[config.mk]
export PLATFORM = sky130hd
export DESIGN_NAME = rng_share_arbiter_flat
export DESIGN_NICKNAME = d
export VERILOG_FILES = /design/src/rtl/rng_share_arbiter_if.sv /design/src/rtl/rng_share_arbiter.sv /design/src/flat_wrapper.sv
export SDC_FILE = /design/constraint.sdc
export NUM_CORES = 1
export LEC_CHECK = 0
export ABC_AREA = 1
export CORE_MARGIN = 2
export CORE_UTILIZATION = 30
export CTS_BUF_LIST = sky130_fd_sc_hd__clkbuf_16
export DETAILED_ROUTE_END_ITERATION = 10
export GPL_TIMING_DRIVEN = 0
export PLACE_DENSITY = 0.55
export SYNTH_ARGS = -nofsm -noshare
export SYNTH_HDL_FRONTEND = slang
export SYNTH_SLANG_ARGS = --single-unit
[constraint.sdc]
create_clock -name clk -period 1.6 [get_ports clk]
set_input_delay 0.32 -clock clk [delete_from_list [all_inputs] [get_ports clk]]
set_output_delay 0.32 -clock clk [all_outputs]
set_load 0.005 [all_outputs]
[src/rtl/rng_share_arbiter_if.sv]
// Requester-side bundle of the shared RNG: seeding, level requests and the
// one-cycle grant/random-byte response.
interface rng_share_arbiter_if #(
  parameter int N_REQ  = 4,
  parameter int LFSR_W = 16
);
  logic              seed_load;
  logic [LFSR_W-1:0] seed;
  logic [N_REQ-1:0]  req;
  logic [N_REQ-1:0]  gnt;
  logic [7:0]        rnd;
  logic              rnd_valid;
  logic              busy;

  modport master (output seed_load, seed, req,
                  input  gnt, rnd, rnd_valid, busy);
  modport slave  (input  seed_load, seed, req,
                  output gnt, rnd, rnd_valid, busy);
endinterface

[src/rtl/rng_share_arbiter.sv]
// Shares one Galois LFSR between N_REQ requesters. After reset or a seed load
// the LFSR is warmed up, then each round-robin grant advances it 8 steps and
// hands the low byte to the winner together with a one-cycle gnt/rnd_valid.
module rng_share_arbiter #(
  parameter int                N_REQ      = 4,
  parameter int                LFSR_W     = 16,
  parameter logic [LFSR_W-1:0] TAPS       = 16'hB400,
  parameter logic [LFSR_W-1:0] RESET_SEED = 16'hACE1,
  parameter int                WARMUP     = 16
) (
  input  logic               clk,
  input  logic               rst,
  rng_share_arbiter_if.slave bus
);
  localparam int PTR_W = (N_REQ > 1) ? $clog2(N_REQ) : 1;
  localparam int CNT_W = 16;
  localparam logic [CNT_W-1:0] WARM_LAST = (WARMUP > 0) ? CNT_W'(WARMUP - 1) : '0;
  localparam logic [CNT_W-1:0] STEP_LAST = CNT_W'(7);

  typedef enum logic [1:0] {WARM, READY, STEP, DELIVER} state_e;

  state_e            state_q, state_d;
  logic [LFSR_W-1:0] lfsr_q, lfsr_d, lfsr_nxt;
  logic [CNT_W-1:0]  cnt_q, cnt_d;
  logic [PTR_W-1:0]  ptr_q, ptr_d, win_q, win_d, pick;
  logic [N_REQ-1:0]  gnt_q, gnt_d;
  logic [7:0]        rnd_q, rnd_d;
  logic              vld_q, vld_d;
  logic              any_req;
  int                idx;

  assign lfsr_nxt = (lfsr_q >> 1) ^ (lfsr_q[0] ? TAPS : '0);

  // Round-robin pick: scan downward so the requester closest above ptr wins.
  always_comb begin
    pick    = ptr_q;
    any_req = 1'b0;
    idx     = 0;
    for (int i = N_REQ - 1; i >= 0; i--) begin
      idx = int'(ptr_q) + i;
      if (idx >= N_REQ) idx = idx - N_REQ;
      if (bus.req[idx]) begin
        pick    = PTR_W'(idx);
        any_req = 1'b1;
      end
    end
  end

  // Next state, LFSR stepping, seed override and registered-output staging.
  always_comb begin
    state_d = state_q;
    lfsr_d  = lfsr_q;
    cnt_d   = cnt_q;
    ptr_d   = ptr_q;
    win_d   = win_q;
    case (state_q)
      WARM: begin
        if (WARMUP == 0) begin
          state_d = READY;
        end else begin
          lfsr_d = lfsr_nxt;
          cnt_d  = cnt_q + 1'b1;
          if (cnt_q == WARM_LAST) state_d = READY;
        end
      end
      READY: begin
        if (any_req) begin
          win_d   = pick;
          cnt_d   = '0;
          state_d = STEP;
        end
      end
      STEP: begin
        lfsr_d = lfsr_nxt;
        cnt_d  = cnt_q + 1'b1;
        if (cnt_q == STEP_LAST) state_d = DELIVER;
      end
      DELIVER: begin
        // The grant is already on the outputs this cycle, so the pointer
        // moves on even if a seed load arrives together with it.
        ptr_d   = (int'(win_q) == N_REQ - 1) ? '0 : win_q + 1'b1;
        state_d = READY;
      end
      default: state_d = WARM;
    endcase
    // Seed load aborts whatever is in flight; zero would lock the LFSR.
    if (bus.seed_load) begin
      lfsr_d  = (bus.seed == '0) ? LFSR_W'(1) : bus.seed;
      cnt_d   = '0;
      state_d = WARM;
    end
    gnt_d = '0;
    vld_d = 1'b0;
    rnd_d = rnd_q;
    if (state_d == DELIVER) begin
      gnt_d = N_REQ'(1) << win_q;
      vld_d = 1'b1;
      rnd_d = lfsr_d[7:0];
    end
  end

  // State and output registers with synchronous reset.
  always_ff @(posedge clk) begin
    if (rst) begin
      state_q <= WARM;
      lfsr_q  <= RESET_SEED;
      cnt_q   <= '0;
      ptr_q   <= '0;
      win_q   <= '0;
      gnt_q   <= '0;
      rnd_q   <= '0;
      vld_q   <= 1'b0;
    end else begin
      state_q <= state_d;
      lfsr_q  <= lfsr_d;
      cnt_q   <= cnt_d;
      ptr_q   <= ptr_d;
      win_q   <= win_d;
      gnt_q   <= gnt_d;
      rnd_q   <= rnd_d;
      vld_q   <= vld_d;
    end
  end

  assign bus.gnt       = gnt_q;
  assign bus.rnd       = rnd_q;
  assign bus.rnd_valid = vld_q;
  assign bus.busy      = (state_q != READY);
endmodule
[src/flat_wrapper.sv]
// flat-port wrapper written by rule: the top's interface ports become plain ports
module rng_share_arbiter_flat 
#(
  parameter int                N_REQ      = 4,
  parameter int                LFSR_W     = 16,
  parameter logic [LFSR_W-1:0] TAPS       = 16'hB400,
  parameter logic [LFSR_W-1:0] RESET_SEED = 16'hACE1,
  parameter int                WARMUP     = 16
)
  (clk, rst, bus_seed_load, bus_seed, bus_req, bus_gnt, bus_rnd, bus_rnd_valid, bus_busy);
  rng_share_arbiter_if #(.N_REQ(N_REQ), .LFSR_W(LFSR_W)) bus_i ();
  input  logic clk;
  input  logic rst;
  input wire logic [$bits(bus_i.seed_load)-1:0] bus_seed_load;
  input wire logic [$bits(bus_i.seed)-1:0] bus_seed;
  input wire logic [$bits(bus_i.req)-1:0] bus_req;
  output wire logic [$bits(bus_i.gnt)-1:0] bus_gnt;
  output wire logic [$bits(bus_i.rnd)-1:0] bus_rnd;
  output wire logic [$bits(bus_i.rnd_valid)-1:0] bus_rnd_valid;
  output wire logic [$bits(bus_i.busy)-1:0] bus_busy;
  assign bus_i.seed_load = bus_seed_load;
  assign bus_i.seed = bus_seed;
  assign bus_i.req = bus_req;
  assign bus_gnt = bus_i.gnt;
  assign bus_rnd = bus_i.rnd;
  assign bus_rnd_valid = bus_i.rnd_valid;
  assign bus_busy = bus_i.busy;
  rng_share_arbiter #(.N_REQ(N_REQ), .LFSR_W(LFSR_W), .TAPS(TAPS), .RESET_SEED(RESET_SEED), .WARMUP(WARMUP)) u_core (.clk(clk), .rst(rst), .bus(bus_i));
endmodule
; After elaboration in Yosys (flattened, before gate mapping)
; Cells that the tools add are included.
[classes]
add_sub_neg = 9
magnitude_cmp = 8
n_eq_ne = 9
n_shift = 1
n_mux = 37
n_bitwise = 2
n_reduce_logical = 9
[op_table]
columns = cell, count
row1 = "less-than comparator 32 x 4 -> 1 bit, second input constant", 4
row2 = two-way mux 32 bit, 4
row3 = ">= comparator 32 x 4 -> 1 bit, second input constant", 3
row4 = "subtractor 32 x 4 -> 32 bit, second input constant", 3
row5 = two-way mux 16 bit, 5
row6 = one-hot mux 16 bit (2 select lines), 1
row7 = two-way mux 2 bit, 9
row8 = "adder 16 x 1 -> 16 bit, second input constant", 1
row9 = "== test 16 x 3 -> 1 bit, second input constant", 1
row10 = "== test 16 x 4 -> 1 bit, second input constant", 1
row11 = logical NOT 16 bit, 1
row12 = bitwise XOR 15 x 16 -> 16 bit, 1
row13 = two-way mux 1 bit, 13
row14 = binary-select mux 1 bit (select 2 bit), 4
row15 = one-hot mux 2 bit (4 select lines), 1
row16 = "adder 2 x 2 -> 3 bit, second input constant", 2
row17 = "== test 2 bit, second input constant", 3
row18 = OR reduction 2 bit, 3
row19 = "== test 2 x 1 -> 1 bit, second input constant", 2
row20 = "inequality test 2 x 1 -> 1 bit, second input constant", 2
row21 = AND reduction 2 bit, 2
row22 = nonzero test 2 bit, 2
row23 = "<< shifter 1 x 2 -> 4 bit, first input constant", 1
row24 = "subtractor 2 x 3 -> 4 bit, second input constant", 1
row25 = other kinds (5), 5
[word_totals]
ff_bits = 51
input_bits = 23
output_inout_bits = 14

; Depth between registers and ports, before layout
; Gate-level depths: netlist of run 1.
[depth]
ltp_word = 16
mapped_depth = 14
ltp_nobuf = 13

; Worst setup path after synthesis of run 1
; Ideal clock, no wire load.
[synth_path]
path_type = register -> register
from = register u_core.cnt_q[0]
to = register u_core.cnt_q[14]
setup_ns = 0.070
arrival_time_ns = 1.512
setup_slack_ns = 0.018
stages_incl_launch_ff = 12
n_path_buf = 0
synth_period_minus_slack_ns = 1.582
cell_sequence = dfxtp_1 ha_1 nand2_1 nor3_1 nand2_1 nor2_1 nand3_1 nor2_1 nand2_1 nand2_1 nand2_1 a21oi_1
[synth_between]
elab_chain_len = 2
[synth_lines]
columns = element, line_no
row1 = "start, declared", rng_share_arbiter.sv:24  ; logic [CNT_W-1:0] cnt_q, cnt_d;
row2 = "start signal, assigned", rng_share_arbiter.sv:116  ; cnt_q <= cnt_d;
row3 = adder 16 x 1 -> 16 bit, "rng_share_arbiter.sv:62, rng_share_arbiter.sv:75"
row4 = one-hot mux 16 bit (2 select lines), rng_share_arbiter.sv:56  ; case (state_q)
; No other way between the ends.
; A chain may end at the register's enable or synchronous reset.

; Final worst setup path of run 1
[layout_path]
from = register u_core.ptr_q[0]
to = register u_core.rnd_q[2] (netlist: u_core.bus.rnd[2])
[layout_between]
elab_chain_len = 14
elab_cells_between_ends = 35
[layout_lines]
columns = element, line_no
row1 = "start, declared", rng_share_arbiter.sv:25  ; logic [PTR_W-1:0] ptr_q, ptr_d, win_q, win_d, pick;
row2 = "start signal, assigned", rng_share_arbiter.sv:117  ; ptr_q <= ptr_d;
row3 = adder 2 x 2 -> 3 bit, rng_share_arbiter.sv:40  ; idx = int'(ptr_q) + i;
row4 = subtractor 32 x 4 -> 32 bit / >= comparator 32 x 4 -> 1 bit (equally long branches), rng_share_arbiter.sv:41  ; if (idx >= N_REQ) idx = idx - N_REQ;
row5 = two-way mux 32 bit, rng_share_arbiter.sv:41
row6 = binary-select mux 1 bit (select 2 bit), rng_share_arbiter.sv:42  ; if (bus.req[idx]) begin
row7 = two-way mux 1 bit (implied by the code) (2 in series), rng_share_arbiter.sv:42
row8 = two-way mux 1 bit (3 in series), rng_share_arbiter.sv:42
row9 = two-way mux 1 bit (*), rng_share_arbiter.sv:42
row10 = two-way mux 2 bit (*), rng_share_arbiter.sv:67  ; if (any_req) begin
row11 = one-hot mux 2 bit (4 select lines) (*), rng_share_arbiter.sv:56
row12 = two-way mux 2 bit (*), rng_share_arbiter.sv:87  ; if (bus.seed_load) begin
row13 = == test 2 bit (*), rng_share_arbiter.sv:95  ; if (state_d == DELIVER) begin
row14 = "end signal, assigned", rng_share_arbiter.sv:120  ; rnd_q <= rnd_d;
row15 = "end, declared", rng_share_arbiter.sv:27  ; logic [7:0] rnd_q, rnd_d;
; Mark *: on every way between the ends. The rest lies on a longest branch, timed or not. The select of a mux whose other input is x is not followed.

==> results of run 1 <==
flip-flops by register name, indices dropped and copies added, names as in the netlist:
register / count
u_core.bus.rnd_valid: 1
u_core.bus.gnt: 4
u_core.bus.rnd: 8
u_core.win_q: 2
u_core.state_q: 2
u_core.cnt_q: 16
u_core.ptr_q: 2
u_core.lfsr_q: 16
metal layers:
layer,vias up,track usage (%)
met3,4,2.52
met4,0,4.49
met2,39,23.1
met5,-,0
met1,1235,19.4
li1,1366,-
synthesized netlist by cell type, types with 2 or more instances:
cell       instances
nand3_2            2
nand2_1           95
nor2_1            62
a21oi_1           25
inv_1             39
or2_2              4
nand4_1            2
o21ai_0           13
nand2_2            8
xor2_1             2
ha_1               2
nor2_4             3
buf_2              2
a211oi_1           4
nand3_1           25
o2111ai_1          2
a221oi_1           2
clkbuf_1           5
o31ai_1            2
inv_2              4
o22ai_1            6
nor3_1             3
nand3b_1           2
dfxtp_1           51
worst paths after layout:
kind | start | cells after the start | endpoint
worst max-delay path | u_core.ptr_q[0] | 14 | u_core.bus.rnd[2]
worst min-delay path | u_core.cnt_q[15] | 1 | u_core.cnt_q[15]
worst max register to register | u_core.ptr_q[0] | 14 | u_core.bus.rnd[2]
worst min register to register | u_core.cnt_q[15] | 1 | u_core.cnt_q[15]
through the flow:
| step | hold slack [ns] | util (%) | instance area (µm²) | power [W] | cells |
|---|---|---|---|---|---|
| after CTS | 0.479 | 41.7 | 3580 | 0.00270 | 550 |
| after floorplan | 0.438 | - | 2610 | 0.00147 | 382 |
| final | 0.466 | 44.7 | 3840 | 0.00269 | 557 |
| after global placement | 0.454 | 36.1 | 3100 | 0.00157 | 526 |
| after detailed placement | 0.463 | 36.1 | 3100 | 0.00157 | 526 |
| after global routing | 0.507 | 44.7 | 3840 | 0.00279 | 557 |
worst max-delay path, cell delays in order (launching register included):
cell and delay, ns:
dfxtp_2 0.32, buf_6 0.14, inv_8 0.05, nand2_2 0.05
nand2_2 0.07, nand2_4 0.07, nand2_2 0.06, nor2_4 0.13
nand2_4 0.07, nand2_8 0.10, inv_8 0.05, nor2_4 0.23
nand3_2 0.12, nand2_1 0.08, nor2_1 0.04
cell families (layout without fill, tap and decap cells):
| group | Yosys count | in the layout | share of synthesized area [%] |
|---|---|---|---|
| AO/OA/AOI/OAI | 60 | 60 | 13.6 |
| flip-flops | 51 | 51 | 39.1 |
| AND/OR/NAND/NOR | 212 | 213 | 37.1 |
| XOR/XNOR | 2 | 2 | 0.672 |
| adder cells (fa/ha/maj) | 2 | 2 | 0.959 |
| buffers and inverters | 55 | 121 | 8.54 |
what timing repair did:
action | 4_1_cts | 5_1_grt
cloned | 1 | 0
setup buffers | 15 | 7
endpoints found under the setup margin | 45 | 44
gates resized for setup | 65 | 53
pin swaps | 24 | 19
layout make-up:
cell class	count	share of cell area (%)
Timing Repair Buffer	58	14.0
Buffer	10	1.60
Sequential cell	51	26.9
Clock inverter	3	0.684
Inverter	45	5.15
Tap cell	108	3.52
Clock buffer	5	3.26
Multi-Input combinational cell	277	44.9
power by group through the flow:
stage | combinational, W | clock [W] | sequential (W)
floorplan | 0.000134 | 0 | 0.00134
global placement | 0.000229 | 0 | 0.00134
detailed placement | 0.000230 | 0 | 0.00134
CTS | 0.000255 | 0.00113 | 0.00131
global route | 0.000300 | 0.00117 | 0.00132
finish | 0.000269 | 0.00110 | 0.00131
==> results.sh, run 1 <==
export IMPL_outcome="finished with violations"
export IMPL_violations="setup timing"
export IMPL_cp_data_required_time_ns=1.79
export IMPL_start_kind="flop"
export IMPL_dieArea_um2=9460
export IMPL_start_util_pct=30.4
export IMPL_setup_tns_ns=-0.938
export IMPL_synth_top_area_share_pct=39.1
export IMPL_synth_edff_count=0
export IMPL_fin_skew_ns=0.00507
export IMPL_p_sw_w=0.000669
export IMPL_cp_arrival_ns=1.89
export IMPL_area_growth_pct=47.1
export IMPL_fillers=874
export IMPL_die_w_um=97.3
export IMPL_synth_area_leaders="dfxtp_1, nand2_1, nor2_1"
export IMPL_hold_viol_final=0
export IMPL_grt_antenna_before_repair=0
export IMPL_top_level_ports=37
export IMPL_nets=473
export IMPL_numCtsBuffers=5
export IMPL_num_vias=2644
export IMPL_drt_initial_drc_count=112
export IMPL_worstSetupEndpointType="flop"
export IMPL_pwr_share_seq_pct=48.9
export IMPL_grt_pass1_vias=2446
export IMPL_yosys_register_bits=51
export IMPL_syn_instance_count=382
export IMPL_vias_per_cell=4.75
export IMPL_clock_latency_ns=0.29
export IMPL_rsz0062_at_grt="true"
export IMPL_setup_viol=20
export IMPL_min_path_type="flop to flop"
export IMPL_fin_ws_ns=-0.0995
export IMPL_clk_path_buf_depth=2
export IMPL_dr_pass1_iters=4
export IMPL_netSwitchingFraction_pct=24.9
export IMPL_seq_area_frac_synth_pct=39.1
export IMPL_core_area_um2=8590
export IMPL_std_cell_rows=34
export IMPL_root_buffer="clkbuf_16"
export IMPL_worst_pin_slew_ns=0.537
export IMPL_ys_types=41
export IMPL_io_buffer_count=36
export IMPL_power_density_nw_per_um2=700
export IMPL_yosysTopAreaCell="dfxtp_1"
export IMPL_fin_crit_sh_pct=106
export IMPL_cap_viol_max_count=0
export IMPL_slew_headroom_pct=64.2
export IMPL_avgSynthCellArea_um2=6.83
export IMPL_fmax_mhz=588
export IMPL_wl_met2_mm=3.28
export IMPL_gp_congestion=0.841
export IMPL_synthFlopType="dfxtp_1"
export IMPL_final_seq_area_um2=1030
export IMPL_netlist_area_um2=2610
export IMPL_track_usage_pct=14.3
export IMPL_r2r_setup_slack_ns=-0.1
export IMPL_drive_gt1_share_pct=30.1
export IMPL_multi_input_area_um2=1720
export IMPL_mostFrequentLayoutCells="nand2_1, nor2_1, dfxtp_1"
export IMPL_power_leakage_nw=1.63
export IMPL_comb_power_share_pct=10.0
export IMPL_met1_length_mm=3.29
export IMPL_ys_warn_count=0
export IMPL_cts_clk_slew_worst_paths_ns=0.07
export IMPL_route_met3_wl_um=201
export IMPL_crit_fanout=8
export IMPL_htree_levels=2
export IMPL_route_detailed_drc=0
export IMPL_cts_tree="built"
export IMPL_criticalPathCategory="flop to flop"
export IMPL_report_final_slew_viol_count=0
export IMPL_cts_hold_buf=0
export IMPL_clockPowerShare_pct=41.1
export IMPL_clock_sinks=51
export IMPL_peakVddDrop_mv=0.469
export IMPL_grt_pass1_wl_mm=11.4
export IMPL_n_antenna_cell=0
export IMPL_fin_crit_ns=1.70
export IMPL_die_h_um=97.3
export IMPL_routed_wl_mm=6.85
export IMPL_pre_cts_ws_ns=-0.560
export IMPL_grt_ovfl_total=0
export IMPL_dp_hpwl_mm=4.54
export IMPL_internal_power_w=0.00202
export IMPL_antenna_left=0
export IMPL_top_layer_used="met4"
export IMPL_wl_per_cell_um=12.3
export IMPL_synthArstFlopShare_pct=0
export IMPL_syn_nets=407
export IMPL_grt_max_degree=19
export IMPL_final_common_cell="nand2_1"
No activity file was read; power rests on OpenSTA's default activity.
==> run 2: changes to the inputs <==
==> constraint.sdc (replaced) <==
create_clock -name clk -period 1.4 [get_ports clk]
set_input_delay 0.28 -clock clk [delete_from_list [all_inputs] [get_ports clk]]
set_output_delay 0.28 -clock clk [all_outputs]
set_load 0.005 [all_outputs]
==> run 2 against run 1 <==
- the run still ends with setup timing left
- setup slack worse by 0.17 ns
- critical endpoint is now u_core.cnt_q[8]
- sequential power up 15%
- critical path type unchanged
- utilization up 2.5 points
- sequential cell count unchanged
- critical path depth down 4
- via count up 1.2%
- design area up 5.7%
- first-iteration DRC count down 26%
- hold slack worse by 0.0066 ns
==> results.sh, run 2 (synthesis results as in run 1) <==
export IMPL_clock_latency_ns=0.29
export IMPL_cap_viol_max_count=0
export IMPL_antenna_left=0
export IMPL_drive_gt1_share_pct=35.5
export IMPL_r2r_setup_slack_ns=-0.27
export IMPL_start_util_pct=30.4
export IMPL_worst_hold_path_num_cells=2
export IMPL_io_buffer_count=36
export IMPL_cts_clk_slew_worst_paths_ns=0.07
export IMPL_vias_per_cell=4.69
export IMPL_report_final_slew_viol_count=0
export IMPL_reg2reg_to="u_core.cnt_q[8]"
export IMPL_fmax_mhz=597
export IMPL_std_cell_rows=34
export IMPL_busiest_layer="met2"
export IMPL_num_vias=2675
export IMPL_cp_arrival_ns=1.90
export IMPL_hold_viol_final=0
export IMPL_min_to="u_core.bus.rnd[0]"
export IMPL_power_leakage_nw=1.84
export IMPL_fin_skew_ns=0.00369
export IMPL_route_detailed_drc=0
export IMPL_grt_pass1_vias=2624
export IMPL_routed_wl_mm=6.90
export IMPL_dieArea_um2=9460
export IMPL_n_antenna_cell=0
export IMPL_worstSetupEndpointType="flop"
export IMPL_top_level_ports=37
export IMPL_drt_initial_drc_count=83
export IMPL_placed_area_um2=3180
export IMPL_die_w_um=97.3
export IMPL_cp_data_required_time_ns=1.62
export IMPL_clk_path_buf_depth=2
export IMPL_peakVddDrop_mv=0.451
export IMPL_rsz0062_at_grt="true"
export IMPL_criticalPathCategory="flop to flop"
export IMPL_r2r_start="u_core.cnt_q[0]"
export IMPL_min_path_type="flop to flop"
export IMPL_die_h_um=97.3
export IMPL_power_density_nw_per_um2=793
export IMPL_area_growth_pct=55.5
export IMPL_dp_hpwl_mm=4.58
export IMPL_use_met2_pct=25.3
export IMPL_core_area_um2=8590
export IMPL_gp_congestion=0.770
export IMPL_fin_ws_ns=-0.274
export IMPL_met1_usage_pct=19.0
export IMPL_final_common_cell="nand2_1"
export IMPL_track_usage_pct=14.9
export IMPL_grt_ovfl_total=0
export IMPL_dr_pass1_iters=4
export IMPL_dp_cells=526
export IMPL_hold_start="u_core.bus.rnd[0]"
export IMPL_htree_levels=2
export IMPL_grt_use_met3_pct=3.38
export IMPL_setup_viol=34
export IMPL_fin_crit_sh_pct=120
export IMPL_fin_crit_ns=1.67
export IMPL_crit_fanout=4
export IMPL_worst_pin_slew_ns=0.539
export IMPL_numCtsBuffers=5
export IMPL_mostFrequentLayoutCells="nand2_1, nor2_1, dfxtp_1"
export IMPL_final_area_um2=4060
export IMPL_wl_per_cell_um=12.1
export IMPL_grt_pass1_wl_mm=11.9
export IMPL_clock_sinks=51
export IMPL_root_buffer="clkbuf_16"
export IMPL_setup_tns_ns=-6.18
export IMPL_grt_max_degree=17
export IMPL_rr_worst_depth=10
export IMPL_grt_antenna_before_repair=0
export IMPL_finalNonFillerCells=570
export IMPL_nets=486
export IMPL_start_kind="flop"
export IMPL_cts_tree="built"
export IMPL_slew_headroom_pct=64.1
export IMPL_outcome="finished with violations"
export IMPL_violations="setup timing"
[run 2: cell count changes in the layout (fill, tap and decap cells not counted), sizes merged]
cell / before / now
clkinv: 2 / 3
inv: 46 / 43
clkinvlp: 0 / 1
clkbuf: 10 / 9
clkdlybuf4s15: 1 / 0
dlygate4sd2: 0 / 6
dlymetal6s2s: 4 / 8
bufinv: 0 / 1
buf: 27 / 42
clkdlybuf4s50: 31 / 21
[run 2: routing by layer]
layer | wire length, µm | vias to the layer above
li1 | - | 1396
met5 | 0 | -
met1 | 3200 | 1225
met2 | 3360 | 44
met3 | 229 | 10
met4 | 110 | 0
[run 2: how the worst max path moves through the flow]
stage / from / to / slack [ns] / cells past startpoint
final: u_core.cnt_q[0] / u_core.cnt_q[8] / -0.27 / 10
after global routing: u_core.cnt_q[0] / u_core.cnt_q[14] / -0.38 / 11
after CTS: u_core.ptr_q[0] / u_core.bus.rnd[5] / -0.25 / 15
after detailed placement: bus_seed_load / u_core.bus.rnd[6] / -0.83 / 7
after global placement: bus_seed_load / u_core.bus.rnd[7] / -0.80 / 7
after floorplan: u_core.ptr_q[0] / u_core.bus.rnd[0] / -0.12 / 14
[run 2: worst max-delay path: stages (launching register included)]
cell      delay (ns)
dfxtp_4         0.37
ha_4            0.14
nand2_4         0.07
nor3_4          0.21
nand2_2         0.11
nor2_4          0.15
buf_4           0.12
buf_4           0.10
a21oi_1         0.04
nand3b_1        0.16
a21oi_1         0.14
[run 2: cell type report]
| type | count | area (µm²) |
|---|---|---|
| fillers | 863 | 4540 |
| multi-input cells | 277 | 1750 |
| flip-flops and latches | 51 | 1040 |
| repair buffers | 71 | 671 |
| inverters | 45 | 201 |
| well taps | 108 | 135 |
| clock buffers | 5 | 125 |
| plain buffers | 10 | 87.6 |
| clock inverters | 3 | 43.8 |
[run 2: timing repair]
item                       4_1_cts  5_1_grt
setup endpoints to repair       59       51
buffers inserted                24       12
resized for setup               83       52
pin swaps                       30       22
cloned                           1        0
hold buffers                     0        0
[run 2: power by group]
| part | internal (W) | switching, W | total [W] |
|---|---|---|---|
| Clock | 0.000843 | 0.000545 | 0.00139 |
| Combinational | 0.000154 | 0.000173 | 0.000328 |
| Sequential | 0.00148 | 0.0000174 | 0.00150 |
[run 2: through the flow]
| stage | worst slack, ns | util (%) | hold slack [ns] | power [W] |
|---|---|---|---|---|
| floorplan | -0.122 | - | 0.402 | 0.00169 |
| global placement | -0.799 | 37.0 | 0.465 | 0.00180 |
| detailed placement | -0.831 | 37.0 | 0.473 | 0.00180 |
| CTS | -0.252 | 44.2 | 0.482 | 0.00323 |
| global route | -0.385 | 47.2 | 0.501 | 0.00336 |
| finish | -0.274 | 47.2 | 0.459 | 0.00322 |
